[config.mk]
export PLATFORM = sky130hd
export DESIGN_NAME = wb_stage
export DESIGN_NICKNAME = d
export VERILOG_FILES = /design/src/rtl/wb_stage.sv
export SDC_FILE = /design/constraint.sdc
export NUM_CORES = 1
export LEC_CHECK = 0
export CAP_MARGIN = 15
export CORE_ASPECT_RATIO = 0.8
export CORE_MARGIN = 3
export CORE_UTILIZATION = 44
export CTS_CLUSTER_DIAMETER = 120
export DETAILED_ROUTE_END_ITERATION = 12
export GPL_TIMING_DRIVEN = 0
export PLACE_DENSITY = 0.73
export SYNTH_ARGS = -nofsm -noshare
export SYNTH_HDL_FRONTEND = slang
export SYNTH_SLANG_ARGS = --single-unit
[constraint.sdc]
create_clock -name clk -period 2.53 [get_ports clk]
set_clock_uncertainty 0.15 [all_clocks]
set_input_delay 0.506 -clock clk [delete_from_list [all_inputs] [get_ports clk]]
set_output_delay 0.506 -clock clk [all_outputs]
set_load 0.01 [all_outputs]
[src/rtl/wb_stage.sv]
// Write-back stage: takes one instruction from MEM and waits for load data when needed.
// It drives a single register-file write per retired instruction and counts the retired instructions.
module wb_stage (
    input  logic        clk,
    input  logic        reset_n,
    input  logic        mem_valid,
    output logic        mem_ready,
    input  logic [4:0]  mem_rd,
    input  logic        mem_regwrite,
    input  logic [1:0]  mem_wbsel,
    input  logic [31:0] mem_alu_result,
    input  logic [31:0] mem_pc_plus4,
    input  logic [1:0]  mem_load_size,
    input  logic        mem_load_unsigned,
    input  logic        dmem_rvalid,
    input  logic [31:0] dmem_rdata,
    input  logic        flush,
    output logic        RegWrite,
    output logic [4:0]  WriteRegister,
    output logic [31:0] WriteData,
    output logic        wb_stall,
    output logic [31:0] instret
);

    typedef enum logic [1:0] {
        IDLE      = 2'd0,
        WAIT_LOAD = 2'd1,
        WRITE     = 2'd2
    } state_t;

    localparam logic [1:0] WB_LOAD   = 2'b01;
    localparam logic [1:0] WB_LINK   = 2'b10;
    localparam logic [1:0] SIZE_BYTE = 2'b00;
    localparam logic [1:0] SIZE_HALF = 2'b01;

    state_t      state;
    state_t      state_next;
    logic        accept;
    logic        load_done;
    logic        in_write;

    logic [4:0]  rd_q;
    logic        regwrite_q;
    logic [1:0]  wbsel_q;
    logic [31:0] alu_q;
    logic [31:0] pc4_q;
    logic [1:0]  size_q;
    logic        unsigned_q;
    logic [31:0] load_data_q;

    logic [7:0]  byte_lane;
    logic [15:0] half_lane;
    logic [31:0] load_ext;
    logic [31:0] instret_q;
    logic [31:0] instret_next;

    assign mem_ready = (state != WAIT_LOAD);
    assign wb_stall  = (state == WAIT_LOAD);
    assign in_write  = (state == WRITE);
    assign accept    = mem_valid && mem_ready;
    // flush beats a same-cycle data return, so a killed load never captures data
    assign load_done = (state == WAIT_LOAD) && dmem_rvalid && !flush;

    always_comb begin
        state_next = state;
        case (state)
            IDLE, WRITE: begin
                if (accept) begin
                    state_next = (mem_wbsel == WB_LOAD) ? WAIT_LOAD : WRITE;
                end else begin
                    state_next = IDLE;
                end
            end
            WAIT_LOAD: begin
                if (flush) begin
                    state_next = IDLE;
                end else if (dmem_rvalid) begin
                    state_next = WRITE;
                end
            end
            default: state_next = IDLE;
        endcase
    end

    always_ff @(posedge clk) begin
        if (!reset_n) begin
            state <= IDLE;
        end else begin
            state <= state_next;
        end
    end

    // Lane select uses the byte offset captured with the instruction, not the live MEM inputs
    always_comb begin
        byte_lane = dmem_rdata[7:0];
        case (alu_q[1:0])
            2'd0:    byte_lane = dmem_rdata[7:0];
            2'd1:    byte_lane = dmem_rdata[15:8];
            2'd2:    byte_lane = dmem_rdata[23:16];
            default: byte_lane = dmem_rdata[31:24];
        endcase
        half_lane = alu_q[1] ? dmem_rdata[31:16] : dmem_rdata[15:0];
        case (size_q)
            SIZE_BYTE: load_ext = {{24{~unsigned_q & byte_lane[7]}}, byte_lane};
            SIZE_HALF: load_ext = {{16{~unsigned_q & half_lane[15]}}, half_lane};
            default:   load_ext = dmem_rdata;
        endcase
    end

    always_ff @(posedge clk) begin
        if (!reset_n) begin
            rd_q        <= 5'd0;
            regwrite_q  <= 1'b0;
            wbsel_q     <= 2'b00;
            alu_q       <= 32'd0;
            pc4_q       <= 32'd0;
            size_q      <= 2'b00;
            unsigned_q  <= 1'b0;
            load_data_q <= 32'd0;
        end else begin
            if (accept) begin
                rd_q       <= mem_rd;
                regwrite_q <= mem_regwrite;
                wbsel_q    <= mem_wbsel;
                alu_q      <= mem_alu_result;
                pc4_q      <= mem_pc_plus4;
                size_q     <= mem_load_size;
                unsigned_q <= mem_load_unsigned;
            end
            if (load_done) begin
                load_data_q <= load_ext;
            end
        end
    end

    always_comb begin
        instret_next = instret_q + {31'd0, in_write};
    end

    always_ff @(posedge clk) begin
        if (!reset_n) begin
            instret_q <= 32'd0;
        end else begin
            instret_q <= instret_next;
        end
    end

    assign instret = instret_q;

    always_comb begin
        RegWrite      = 1'b0;
        WriteRegister = 5'd0;
        WriteData     = 32'd0;
        if (in_write) begin
            RegWrite      = regwrite_q && (rd_q != 5'd0);
            WriteRegister = rd_q;
            case (wbsel_q)
                WB_LOAD: WriteData = load_data_q;
                WB_LINK: WriteData = pc4_q;
                default: WriteData = alu_q;
            endcase
        end
    end

endmodule
==> results of run 1 <==
-- layout make-up --
cell class / instances / area [um2]
Multi-Input combinational cell: 635 / 3680
Fill cell: 1309 / 4950
Inverter: 14 / 55.1
Sequential cell: 141 / 2830
Timing Repair Buffer: 192 / 1790
Clock inverter: 13 / 191
Tap cell: 184 / 230
Buffer: 62 / 369
Clock buffer: 19 / 443
-- path summary, 6_finish.rpt --
path                           start  cells after the start  slack [ps]                endpoint
max          wbsel_q[1]$_SDFFE_PN0N_                      9          30           WriteData[18]
min           alu_q[10]$_SDFFE_PN0N_                      2         310  alu_q[10]$_SDFFE_PN0N_
max reg2reg    state[0]$_SDFFE_PN0P_                     10         190  instret[14]$_SDFF_PN0_
min reg2reg   alu_q[10]$_SDFFE_PN0N_                      2         310  alu_q[10]$_SDFFE_PN0N_
-- critical path, cell delays in order (launching register included) --
cell,delay [ps]
sky130_fd_sc_hd__dfxtp_4,380
sky130_fd_sc_hd__inv_4,40
sky130_fd_sc_hd__ha_4,170
sky130_fd_sc_hd__buf_6,130
sky130_fd_sc_hd__clkbuf_16,160
sky130_fd_sc_hd__a22oi_2,160
sky130_fd_sc_hd__nor2_1,60
sky130_fd_sc_hd__a21oi_1,120
sky130_fd_sc_hd__nor2_1,60
sky130_fd_sc_hd__buf_2,140
-- cell families after synthesis --
group,Yosys count
flip-flops,141
multiplexers,10
adder cells (fa/ha/maj),4
buffers and inverters,79
AO/OA/AOI/OAI,245
AND/OR/NAND/NOR,348
XOR/XNOR,28
-- routing by layer --
metal | vias to the layer above | GRT usage | share of wire
met5 | - | 0 | 0
met4 | 0 | 0.0740 | 0.018
met3 | 36 | 0.0463 | 0.072
met2 | 288 | 0.391 | 0.44
met1 | 3119 | 0.380 | 0.47
li1 | 3325 | - | -
-- sequential cells by signal (all words and copies together), names as in the netlist --
signal,cells
pc4_q,32
rd_q,5
unsigned_q,1
size_q,2
regwrite_q,1
wbsel_q,2
load_data_q,32
state,2
alu_q,32
instret,32
-- cell usage in the layout (no fill, tap or decap), drive strengths merged, types with 4 or more instances in the layout --
master | Yosys | routed
nor2 | 69 | 69
a21boi | 77 | 77
nand4 | 10 | 10
bufinv | 0 | 4
nand2 | 184 | 184
ha | 4 | 4
and2 | 39 | 39
nand3 | 13 | 13
buf | 19 | 58
clkbuf | 46 | 64
a22oi | 39 | 39
xnor2 | 24 | 24
and4 | 6 | 6
inv | 14 | 14
o21ai | 42 | 42
dfxtp | 141 | 141
xor2 | 4 | 4
a21oi | 73 | 73
nor3 | 9 | 9
mux2 | 8 | 8
clkdlybuf4s50 | 0 | 149
or3 | 4 | 4
a2bb2oi | 7 | 7
clkinv | 0 | 6
-- per-stage QoR --
step,cells,utilization
4_1_cts,1259,0.652
3_5_place_dp,1221,0.600
3_3_place_gp,1221,0.600
5_1_grt,1260,0.659
6_report,1260,0.659
2_1_floorplan,855,-
-- power by group --
| part | switching (W) | internal [W] | total [W] |
|---|---|---|---|
| Sequential | 0.0000529 | 0.00230 | 0.00235 |
| Clock | 0.000991 | 0.00168 | 0.00267 |
| Combinational | 0.000380 | 0.000369 | 0.000749 |
-- what timing repair did --
item,4_1_cts,5_1_grt
hold buffers,0,0
setup buffers,8,0
gates resized for setup,175,34
pin swaps,4,12
setup endpoints to repair,57,32
gates cloned,0,2
==> metrics.md, run 1 <==
| Metric | Value |
|---|---|
| Inserted Clock Buffers | `17` |
| Per-instance average area after synthesis | `7.81 um2` |
| Path type of the worst min-delay path | `reg2reg` |
| Post-detailed-route count of antenna-violating nets | `0` |
| Die footprint | `about 17,000 um2` |
| Die X | `144 um` |
| CP Max Fanout | `5` |
| Ys async rst share | `0` |
| Setup crit end kind | `output port` |
| Relative area change from synthesis to final layout | `43.6%` |
| IO Pins | `184` |
| Clock transition time at the flip-flop clock pins of the worst setup and hold paths | `60 ps` |
| Result of the run | `complete, no violations` |
| Vias in the first global route | `6,331` |
| Number of cells produced by synthesis | `855` |
| Ranking of synthesized cells by instance count | `sky130_fd_sc_hd__nand2_1, sky130_fd_sc_hd__dfxtp_1, sky130_fd_sc_hd__a21boi_0` |
| Maximum clock frequency | `400 MHz` |
| Leakage power of the design | `approximately 3.6 nW` |
| Main synth FF type | `sky130_fd_sc_hd__dfxtp_1` |
| Maximum buffer depth of the clock tree | `2` |
| Post-route DRC violation count | `0` |
| Crit path setup slack, layout | `30.5 ps` |
| Distinct cell type count of the synthesized netlist | `38` |
| Sequential area share after synthesis | `0.423` |
| Antenna cells | `0` |
| Pin count of the biggest net entering global routing | `17` |
| Total routing usage reported by global routing | `0.258` |
| Worst max-slew margin expressed relative to the limit | `0.460` |
| Critical Path Source Type | `register` |
| Dominant cells by area after synthesis | `sky130_fd_sc_hd__dfxtp_1, sky130_fd_sc_hd__nand2_1, sky130_fd_sc_hd__a21boi_0, sky130_fd_sc_hd__a21oi_1, sky130_fd_sc_hd__a22oi_1` |
| Number of buffer cells added on primary ports | `about 180` |
| CP Class | `reg2out` |
| Post-synthesis share of cell area spent on full adders, half adders and majority gates | `0.00750` |
| First-pass GRT wire length | `33,700 um` |
| Setup TNS | `0 ps` |
| Number of warnings issued by yosys | `0` |
| Clock tree from TritonCTS | `done` |
| Layout cell share with drive strength beyond 1 | `0.127` |
| Detailed Route WL | `22,300 um` |
| Share of the synthesized area in the top cell type | `0.423` |
| Vias/cell | `5.37` |
| Number of levels in the clock H-tree | `4` |
| Pre-Repair DR Iteration Count | `5` |
| Final Hold Viols | `0` |
| Skew-Pair Late Insertion Delay | `between 400 and 500 ps` |
| Initial antenna violation count | `0` |
| Design Area, Final | `about 9600 um2` |
| Net count reported at finish | `1,179` |
| Cell type contributing the most total cell area after synthesis | `sky130_fd_sc_hd__dfxtp_1` |
| Least-Margin Pin Slew | `between 800 and 900 ps` |
| Detailed router's first-iteration violation count | `between 500 and 600` |
| Root buffer selected by CTS | `sky130_fd_sc_hd__clkbuf_16` |
| Average detailed-routed wire length per instance | `17.7 um` |
| Final worst hold slack | `315 ps` |
| Combinational family with the most area after synthesis | `simple AND/OR/NAND/NOR gates` |
| Required time worst endpoint | `1870 ps` |
| Clock period minus final worst setup slack | `~2500 ps` |
| Power per Cell Area | `602 nW/um2` |
| Num Clock Sinks | `141` |
| Count of flip-flops with a built-in enable after synthesis | `0` |
| Parity-gate share of the synthesized area counting xor and xnor cells | `0.0367` |
| Max-capacitance violation count | `0` |
| RSZ-0062 raised after global routing | `yes` |
| Detailed-route via count | `6,768` |
| Area of placed instances | `a little under 9000 um2` |
| Register bit count reported by yosys | `141` |
| Initial core utilization | `0.459` |
| Mux share of post-synthesis cell area | `0.0165` |
| Placed wire-length estimate after detailed placement | `~16,000 um` |
| Arrival time of data at the critical path endpoint | `1840 ps` |
| Endpoints failing setup | `0` |
| Mapped Nets | `~970` |
| Aggregate global routing overflow | `0` |
| Vert. Die Dim | `116 um` |
| Slew Viols, Final | `0` |
| Fraction of the mapped netlist area in simple logic gates | `0.236` |
| Area fraction in compound gates after synthesis | `0.234` |
| Most frequent cell after synthesis | `sky130_fd_sc_hd__nand2_1` |
| Row count | `39` |
| Area of the mapped netlist | `6680 um2` |
| Global placer's final weighted congestion | `0.965` |
| Design Power | `0.00577 W` |
| Share of the clock period used by the worst path | `0.988` |
| Maximum VDD drop | `0.000497 V` |
| Place WS | `-591 ps` |
| Core region area | `between 10,000 and 15,000 um2` |
Note: power is estimated with default switching activity, not from simulation.
==> inputs of run 2 (changes only) <==
Settings changed: ABC_AREA set to 1, PLACE_DENSITY 0.73 to 0.72.
==> metrics.md, run 2 <==
| Metric | Value |
|---|---|
| Result of the run | `finished with violations` |
| Violated checks | `setup timing` |
| Average detailed-routed wire length per instance | `16.8 um (-5.0%)` |
| Number of cells produced by synthesis | `1,078 (+26%)` |
| Path type of the worst min-delay path | `reg2reg` |
| First-pass GRT wire length | `38,900 um (+15%)` |
| Sw Share | `0.285 (+0.0381)` |
| Global placer's final weighted congestion | `0.979 (+1.4%)` |
| Setup TNS | `-12.8 ps (-12.8 ps)` |
| Cell with the most instances on the worst path | `sky130_fd_sc_hd__a21oi_1` |
| Ys async rst share | `0 (unchanged)` |
| Inserted Clock Buffers | `17 (unchanged)` |
| Worst max-slew margin expressed relative to the limit | `0.552 (+0.0920)` |
| Leading cell types in the layout, fill and taps excluded | `sky130_fd_sc_hd__nor2_1, sky130_fd_sc_hd__nand2_1, sky130_fd_sc_hd__clkdlybuf4s50_1` |
| Per-instance average area after synthesis | `6.46 um2 (-17%)` |
| Vert. Die Dim | `118 um (+2.0%)` |
| Int Pwr | `0.00428 W (-1.7%)` |
| Number of buffers inserted for hold repair after clock tree synthesis | `0 (unchanged)` |
| Clock period minus final worst setup slack | `2540 ps (+43.3 ps)` |
| IO Pins | `184 (unchanged)` |
| Post-route DRC violation count | `0 (unchanged)` |
| Number of buffer and inverter stages on the critical path | `3 (-1)` |
| Maximum VDD drop | `0.000440 V (-12%)` |
| Crit-path slowest cell | `sky130_fd_sc_hd__ha_4` |
| CP max stage delay | `370 ps (about the same)` |
| Switching power | `0.00170 W (+20%)` |
| Maximum buffer depth of the clock tree | `2 (unchanged)` |
| Die footprint | `17,400 um2 (+4.0%)` |
| Num Clock Sinks | `141 (unchanged)` |
| Slew Viols, Final | `0 (unchanged)` |
| Number of warnings issued by yosys | `0 (unchanged)` |
| Layout cell share with drive strength beyond 1 | `0.121 (-0.00627)` |
| Max-capacitance violation count | `0 (unchanged)` |
| Ranking of synthesized cells by instance count | `sky130_fd_sc_hd__nor2_1, sky130_fd_sc_hd__nand2_1, sky130_fd_sc_hd__dfxtp_1` |
| Clock tree from TritonCTS | `done` |
| Maximum clock frequency | `393 MHz (-1.7%)` |
| Distinct cell type count of the synthesized netlist | `32 (-16%)` |
| Detailed-route via count | `7,904 (+17%)` |
| Power per Cell Area | `606 nW/um2 (+0.65%)` |
| Pre-Repair DR Iteration Count | `5 (unchanged)` |
| Die X | `147 um (+2.0%)` |
| Pin count of the biggest net entering global routing | `17 (unchanged)` |
| Row count | `40 (+2.6%)` |
| Endpoints failing setup | `1 (+1)` |
| Cell breakdown of the critical path | `inv_2, ha_4, buf_8, a21oi_1, a21oi_1, buf_2` |
| Area of placed instances | `9050 um2 (+3.7%)` |
| Mapped Nets | `1,194 (+23%)` |
| Sequential area share after synthesis | `0.406 (-0.0172)` |
| Cell family contributing the most delay on the critical path | `buffers and inverters` |
| Total routing usage reported by global routing | `0.283 (+0.0252)` |
| Cell type contributing the most total cell area after synthesis | `sky130_fd_sc_hd__dfxtp_1` |
| Sequential fraction of design power | `0.399 (-0.008)` |
| Number of buffer cells added on primary ports | `183 (+0.55%)` |
| Share of the clock period used by the worst path | `1.01 (+0.0171)` |
| Design Power | `0.00598 W (+3.5%)` |
| Aggregate global routing overflow | `0 (unchanged)` |
| Leakage power of the design | `4.02 nW (+11%)` |
| Net count reported at finish | `1,400 (+19%)` |
| Dominant cells by area after synthesis | `sky130_fd_sc_hd__dfxtp_1, sky130_fd_sc_hd__nor2_1, sky130_fd_sc_hd__nand2_1, sky130_fd_sc_hd__a21oi_1, sky130_fd_sc_hd__o21ai_0` |
| Skew-Pair Late Insertion Delay | `430 ps (+20 ps)` |
| Initial antenna violation count | `0 (unchanged)` |
| Number of levels in the clock H-tree | `4 (unchanged)` |
| Filler Cell Count | `1,450 (+11%)` |
| Crit path setup slack, layout | `-12.8 ps (-43.3 ps)` |
| Antenna cells | `0 (unchanged)` |
| Main synth FF type | `sky130_fd_sc_hd__dfxtp_1` |
| Vias in the first global route | `7,235 (+14%)` |
| CP Class | `reg2out` |
| Root buffer selected by CTS | `sky130_fd_sc_hd__clkbuf_16` |
| Arrival time of data at the critical path endpoint | `1890 ps (+50 ps)` |
| Final Hold Viols | `0 (unchanged)` |
| RSZ-0062 raised after global routing | `yes` |
| Design Area, Final | `9860 um2 (+2.8%)` |
| CP Max Fanout | `10 (+5)` |
| Core region area | `15,300 um2 (+5.0%)` |
| Share of power burned in the clock network | `0.438 (-0.025)` |
| Count of flip-flops with a built-in enable after synthesis | `0 (unchanged)` |
| Detailed Route WL | `25,300 um (+14%)` |
| Clock transition time at the flip-flop clock pins of the worst setup and hold paths | `60 ps (about the same)` |
| Post-route core utilization | `0.646 (-0.0134)` |
| Detailed router's first-iteration violation count | `878 (+48%)` |
| Vias/cell | `5.24 (-2.4%)` |
| Register bit count reported by yosys | `141 (unchanged)` |
| Area of the mapped netlist | `6960 um2 (+4.2%)` |
| Fraction of power consumed by combinational cells | `0.163 (+0.033)` |
| Setup crit end kind | `output port` |
| Least-Margin Pin Slew | `672 ps (-134 ps)` |
| Post-detailed-route count of antenna-violating nets | `0 (unchanged)` |
| Critical Path Source Type | `register` |
| Initial core utilization | `0.456 (-0.00323)` |
| Required time worst endpoint | `1870 ps (about the same)` |
| Most common cell after layout, fill and taps aside | `sky130_fd_sc_hd__nor2_1` |
| Relative area change from synthesis to final layout | `41.7%` |
| Most frequent cell after synthesis | `sky130_fd_sc_hd__nor2_1` |
| Placed wire-length estimate after detailed placement | `19,300 um (+19%)` |
| Share of the synthesized area in the top cell type | `0.406 (-0.0172)` |
## run 2: cell types whose count changed in the layout (fill, tap and decap cells not counted), moves of 38 or more
cell | before | now
sky130_fd_sc_hd__inv_1 | 11 | 66
sky130_fd_sc_hd__a21boi_0 | 77 | 0
sky130_fd_sc_hd__and2_1 | 39 | 1
sky130_fd_sc_hd__a21oi_1 | 72 | 121
sky130_fd_sc_hd__nor2_1 | 66 | 229
sky130_fd_sc_hd__o21ai_0 | 42 | 103
sky130_fd_sc_hd__nand2_1 | 184 | 227
## run 2: path summary, 6_finish.rpt
path / start / cells past startpoint / slack [ps] / end
worst max-delay path: wbsel_q[0]$_SDFFE_PN0N_ / 6 / -10 / WriteData[17]
worst max register to register: state[0]$_SDFFE_PN0P_ / 11 / 160 / instret[18]$_SDFF_PN0_
worst min register to register: alu_q[14]$_SDFFE_PN0N_ / 2 / 330 / alu_q[14]$_SDFFE_PN0N_
worst min-delay path: alu_q[14]$_SDFFE_PN0N_ / 2 / 330 / alu_q[14]$_SDFFE_PN0N_
## run 2: per-layer routing
metal	GRT usage	routed length (um)
met3	0.0640	2310
met5	0	0
met2	0.410	10500
met4	0.0635	248
met1	0.427	12200
## run 2: final cells by class
type	count	area (um2)	share of cell area
repair buffers	189	1760	0.178
multi-input cells	801	3720	0.377
flip-flops and latches	141	2820	0.286
plain buffers	60	399	0.0405
clock buffers	18	439	0.0445
inverters	74	289	0.0293
well taps	210	263	0.0267
clock inverters	14	173	0.0175
## run 2: cell families (layout without fill, tap and decap cells)
logic type / count (synthesis) / in the layout / synth area share
and+or+nand+nor: 515 / 515 / 0.295
AOI/OAI and AO/OA: 277 / 277 / 0.203
DFF: 141 / 141 / 0.406
buffers and inverters: 136 / 355 / 0.0831
xor gates and xnor gates: 5 / 5 / 0.00629
adders and majority gates: 4 / 4 / 0.00719
## run 2: worst register-to-register path, cell delays in order, from the launching register on
cell and delay (ps):
sky130_fd_sc_hd__dfxtp_1 360, sky130_fd_sc_hd__nor2_4 210, sky130_fd_sc_hd__buf_8 170, sky130_fd_sc_hd__ha_1 220, sky130_fd_sc_hd__ha_1 220, sky130_fd_sc_hd__nand2_1 120
sky130_fd_sc_hd__nor2_1 150, sky130_fd_sc_hd__nand2_1 170, sky130_fd_sc_hd__nor2_4 260, sky130_fd_sc_hd__nand3_1 100, sky130_fd_sc_hd__nand2_1 80, sky130_fd_sc_hd__nor2_1 40
## run 2: power by group through the flow
stage,clock network (W),logic (W),registers [W]
global route,0.00272,0.00107,0.00239
CTS,0.00263,0.000915,0.00238
finish,0.00262,0.000975,0.00238
global placement,0,0.000852,0.00242
detailed placement,0,0.000858,0.00242
floorplan,0,0.000454,0.00241
## run 2: stage by stage
stage	worst slack, ps	cells	hold slack [ps]
6_report	-12.8	1507	328
5_1_grt	-59.5	1507	350
4_1_cts	-25.4	1503	332
3_5_place_dp	-434	1471	316
3_3_place_gp	-409	1471	308
2_1_floorplan	397	1078	295
## run 2: timing repair
item,CTS,global route
setup buffers,1,4
setup endpoints to repair,49,39
cloned,0,1
gates resized for setup,138,87
endpoints found under the hold margin,0,0
pin swaps,4,5
